`src/rtl/muldiv_unit.sv`:
```
// muldiv_unit: iterative MULT/MULTU/DIV/DIVU unit that owns the HI/LO pair; start/busy/done handshake.
// Define MULDIV_EARLY_OUT_EN to end a multiply once the remaining multiplier bits are all zero.
module muldiv_unit #(
  parameter int WIDTH = 32
) (
  input  logic             clk,
  input  logic             rst,
  input  logic             start,
  input  logic [1:0]       op,
  input  logic [WIDTH-1:0] a,
  input  logic [WIDTH-1:0] b,
  output logic             busy,
  output logic             done,
  output logic             div_by_zero,
  output logic [WIDTH-1:0] hi,
  output logic [WIDTH-1:0] lo
);
  localparam int CW = $clog2(WIDTH);
  typedef enum logic [1:0] {IDLE, RUN, FIX, DONE} state_t;
  state_t             state;
  logic [1:0]         op_q;
  logic               neg, rneg, dbz;
  logic [CW-1:0]      cnt;
  logic [WIDTH-1:0]   mb;
  logic [2*WIDTH-1:0] acc, mc;
  logic               sa, sb, ge, last, accept, zero_div;
  logic [WIDTH-1:0]   aa, ab, dt;
  logic [WIDTH:0]     dsh;
  assign sa       = ~op[0] & a[WIDTH-1];
  assign sb       = ~op[0] & b[WIDTH-1];
  assign aa       = sa ? -a : a;
  assign ab       = sb ? -b : b;
  assign accept   = start && (state == IDLE || state == DONE);
  assign zero_div = op[1] && b == '0;
  // Restoring division: acc holds {remainder, dividend/quotient}, shifted left one bit per step.
  assign dsh = acc[2*WIDTH-1:WIDTH-1];
  assign ge  = dsh >= {1'b0, mb};
  assign dt  = dsh[WIDTH-1:0] - mb;
`ifdef MULDIV_EARLY_OUT_EN
  assign last = (cnt == CW'(WIDTH-1)) || (!op_q[1] && mb[WIDTH-1:1] == '0);
`else
  assign last = cnt == CW'(WIDTH-1);
`endif
  always_ff @(posedge clk or posedge rst) begin
    if (rst) begin
      state       <= IDLE;
      busy        <= 1'b0;
      done        <= 1'b0;
      div_by_zero <= 1'b0;
      hi          <= '0;
      lo          <= '0;
      op_q        <= '0;
      neg         <= 1'b0;
      rneg        <= 1'b0;
      dbz         <= 1'b0;
      cnt         <= '0;
      mb          <= '0;
      acc         <= '0;
      mc          <= '0;
    end else begin
      done        <= 1'b0;
      div_by_zero <= 1'b0;
      if (accept) begin
        op_q  <= op;
        neg   <= sa ^ sb;
        rneg  <= sa;
        dbz   <= zero_div;
        cnt   <= '0;
        mb    <= ab;
        mc    <= {{WIDTH{1'b0}}, aa};
        acc   <= zero_div ? {a, {WIDTH{1'b1}}} : op[1] ? {{WIDTH{1'b0}}, aa} : '0;
        busy  <= 1'b1;
        state <= zero_div ? FIX : RUN;
      end else begin
        case (state)
          RUN: begin
            cnt <= cnt + CW'(1);
            if (op_q[1]) begin
              acc <= {ge ? dt : dsh[WIDTH-1:0], acc[WIDTH-2:0], ge};
            end else begin
              acc <= acc + (mb[0] ? mc : '0);
              mc  <= mc << 1;
              mb  <= mb >> 1;
            end
            if (last) state <= FIX;
          end
          FIX: begin
            {hi, lo} <= dbz ? acc : !op_q[1] ? (neg ? -acc : acc) :
                        {rneg ? -acc[2*WIDTH-1:WIDTH] : acc[2*WIDTH-1:WIDTH],
                         neg ? -acc[WIDTH-1:0] : acc[WIDTH-1:0]};
            done        <= 1'b1;
            div_by_zero <= dbz;
            busy        <= 1'b0;
            state       <= DONE;
          end
          DONE:    state <= IDLE;
          default: state <= state;
        endcase
      end
    end
  end
endmodule

```
`config.mk`:
```
export PLATFORM = sky130hd
export DESIGN_NAME = muldiv_unit
export DESIGN_NICKNAME = d
export VERILOG_FILES = /design/src/rtl/muldiv_unit.sv
export SDC_FILE = /design/constraint.sdc
export NUM_CORES = 1
export LEC_CHECK = 0
export ABC_AREA = 1
export CELL_PAD_IN_SITES_DETAIL_PLACEMENT = 2
export CELL_PAD_IN_SITES_GLOBAL_PLACEMENT = 2
export CORE_MARGIN = 2
export CORE_UTILIZATION = 33
export DETAILED_ROUTE_END_ITERATION = 16
export PLACE_DENSITY_LB_ADDON = 0.1
export REMOVE_ABC_BUFFERS = 1
export SKIP_LAST_GASP = 1
export SYNTH_ARGS = -nofsm -noshare
export SYNTH_HDL_FRONTEND = slang
export SYNTH_SLANG_ARGS = --single-unit
```
`constraint.sdc`:
```
create_clock -name clk -period 10.3 [get_ports clk]
set_clock_uncertainty 0.2 [all_clocks]
set_input_delay 3.09 -clock clk [delete_from_list [all_inputs] [get_ports clk]]
set_output_delay 3.09 -clock clk [all_outputs]
set_load 0.05 [all_outputs]
```
==> results.sh <==
export IMPL_layout_cells_non_filler=5130
export IMPL_rsz0062_at_grt="no"
export IMPL_globalRoute_busiestLayer="met2"
export IMPL_ios=136
export IMPL_post_route_util_pct=38.2
export IMPL_fill_cells=9092
export IMPL_synth_edff_count=0
export IMPL_endpoint_kind="flop"
export IMPL_p_leak_nw=14.4
export IMPL_wl_mm=122
export IMPL_dieArea_um2=74200
export IMPL_hold_path_class="reg -> reg"
export IMPL_cts_reportedPaths_clkPinSlew_ps=60
export IMPL_cts_hold_buf=0
export IMPL_initial_core_util_pct=33.3
export IMPL_setup_slack_ps=4140
export IMPL_hold_viol_final=0
export IMPL_drtAntennaViolNets=0
export IMPL_die_y_um=272
export IMPL_stdcell_area_um2=27200
export IMPL_final_cell_mix="nand2_1 (1375), inv_1 (630), nor2_1 (398)"
export IMPL_drc=0
export IMPL_cp_required_ps=10650
export IMPL_grt_pass1_vias=29400
export IMPL_drt_iter0_markers=1845
export IMPL_yosys_warnings=0
export IMPL_ys_ff_latch=238
export IMPL_post_cts_buffers=0
export IMPL_vias=27900
export IMPL_cts_max_level=1
export IMPL_gr_usage_met1_pct=43.6
export IMPL_power_share_switching_pct=61.4
export IMPL_pwr_share_seq_pct=16.9
export IMPL_cp_max_fo=4
export IMPL_gp_congestion=0.956
export IMPL_status="finished, final reports clean"
export IMPL_critical_path_arrival_ps=6510
export IMPL_p_int_mw=4.41
export IMPL_use_met3_pct=4.17
export IMPL_numCtsBuffers=31
export IMPL_cts_sinks=238
export IMPL_power_density_nw_per_um2=420
export IMPL_avgSynthCellArea_um2=5.83
export IMPL_overflow=0
export IMPL_netlist_area_um2=23800
export IMPL_setup_viol=0
export IMPL_drive_gt1_share_pct=3.73
export IMPL_path_cells="clkdlybuf4s50_1 > nor2_1 > nand2_1 > nor4_1 > inv_1 > nor3_1 > nand2_1 > o21ai_0 > nand2_1 > nand2_1 > nand2_1 > nand2_1"
export IMPL_cp_slowest_cell="nor4_1"
export IMPL_min_period_ps=6160
export IMPL_cts_resized=0
export IMPL_dp_slack_ps=3590
export IMPL_combPwrFrac_pct=72.2
export IMPL_reg2regPathDepth=16
export IMPL_switching_power_mw=7.03
export IMPL_cts_tree="done"
export IMPL_dp_hpwl_mm=98.6
export IMPL_cts_max_path_buffers=3
export IMPL_placed_area_um2=26100
export IMPL_maxCapViolations=0
export IMPL_tightest_slew_ps=1200
export IMPL_ys_types=52
export IMPL_cpMostUsedCell="nand2_1"
export IMPL_syn_inst=4076
export IMPL_use_met2_pct=54.4
export IMPL_synth_main_ff_cell="dfrtp_1"
export IMPL_yosysSeqAreaShare_pct=25.0
export IMPL_max_stage_delay_ps=870
export IMPL_total_power_mw=11.4
export IMPL_ys_async_sr_fraction_pct=100
export IMPL_cts_root_buffer="clkbuf_16"
export IMPL_die_width_um=272
export IMPL_grtUsageTotal_pct=32.8
export IMPL_grt_max_degree=103
export IMPL_finalSetupTns_ps=0
export IMPL_syn2layout_area_growth_pct=14.5
export IMPL_rows=98
export IMPL_drt_first_pass_iters=5
export IMPL_fin_hold_ws_ps=270
export IMPL_numPortBuffers=135
export IMPL_reg2reg_to="acc[39]"
export IMPL_cp_startpoint="b[25]"
export IMPL_antenna_found_initial=2
export IMPL_startpoint_type="input port"
export IMPL_peakVddDrop_uv=186
export IMPL_via_per_inst=5.44
export IMPL_fin_nets=4331
export IMPL_maxSlewViolCount=0
export IMPL_clkPwrFrac_pct=10.9
export IMPL_final_common_cell="nand2_1"
export IMPL_max_freq_ghz=0.162
export IMPL_wire_per_inst_um=23.9
export IMPL_n_antenna_cell=0
export IMPL_relSlewSlack_pct=19.9
export IMPL_crit_type="in -> reg"
export IMPL_clk_latency_ps=630
export IMPL_grt_pass1_wl_mm=186
export IMPL_dp_cells=5072
export IMPL_period_share_pct=59.8
export IMPL_placeableCoreArea_um2=71400
export IMPL_reg2reg_from="mb[0]"
export IMPL_endpoint="acc[25]"
export IMPL_r2r_slack_ps=5900
-- cell usage after synthesis, types with 30 or more instances --
master | instances | share of area (%)
nand2_1 | 1376 | 22
inv_1 | 632 | 10
nor2_1 | 402 | 6.3
nand3_1 | 298 | 6.3
o21ai_0 | 239 | 5.0
dfrtp_1 | 238 | 25
a21oi_1 | 221 | 4.7
ha_1 | 105 | 5.5
xor2_1 | 94 | 3.5
clkbuf_1 | 84 | 1.3
nand4_1 | 76 | 2.0
nor3_1 | 49 | 1.0
a31oi_1 | 30 | 0.79
-- state kept, by name, summed over array words and instances (netlist names) --
signal / flops
acc: 64
mc: 64
hi: 32
lo: 32
mb: 32
cnt: 5
state: 2
busy: 1
dbz: 1
div_by_zero: 1
done: 1
neg: 1
op_q: 1
rneg: 1
-- how the worst min path moves through the flow --
| stage | start | end | slack, ps | cells past startpoint |
|---|---|---|---|---|
| floorplan | cnt[3] | cnt[3] | 240 | 1 |
| global placement | cnt[3] | cnt[3] | 260 | 1 |
| detailed placement | cnt[3] | cnt[3] | 260 | 1 |
| CTS | cnt[3] | cnt[3] | 270 | 1 |
| global route | cnt[3] | cnt[3] | 300 | 1 |
| finish | cnt[3] | cnt[3] | 270 | 1 |
-- worst max-delay path, delay by kind of cell --
kind / cells / cell delay, ps
compound gates: 1 / 250
buf+inv: 2 / 670
simple gates: 9 / 2490
-- logic make-up (layout without fill, tap and decap cells) --
logic type | Yosys count | count (layout) | share of synthesized area, %
buffers and inverters | 772 | 876 | 12.6
adder cells (fa/ha/maj) | 107 | 107 | 5.69
flip-flops | 238 | 238 | 25.0
AND/OR/NAND/NOR | 2272 | 2272 | 39.6
AO/OA/AOI/OAI | 582 | 582 | 13.2
XOR/XNOR | 105 | 105 | 3.87
-- final cells by class --
cell class	count	area (um2)	area share (%)
clock buffer	46	942	3.46
clock inverter	12	206	0.758
inverter	644	2430	8.92
multi-input combinational	3066	14900	54.6
sequential	238	5960	21.9
tap	950	1190	4.37
timing repair buffer	174	1640	6.04
-- power by group through the flow --
stage               Sequential [mW]  Clock (mW)  Combinational, mW
floorplan                      2.18           0               4.62
global placement               1.92           0               7.90
detailed placement             1.94           0               8.14
CTS                            1.93        1.27               8.22
global route                   1.98        1.30               9.05
finish                         1.93        1.25               8.26
-- layer usage --
metal	up-vias	part of all wire, %
li1	13100	-
met5	-	0.014
met3	194	5.0
met4	2	4.1
met2	663	46
met1	14000	45
Power figures use the tool's default switching activity.
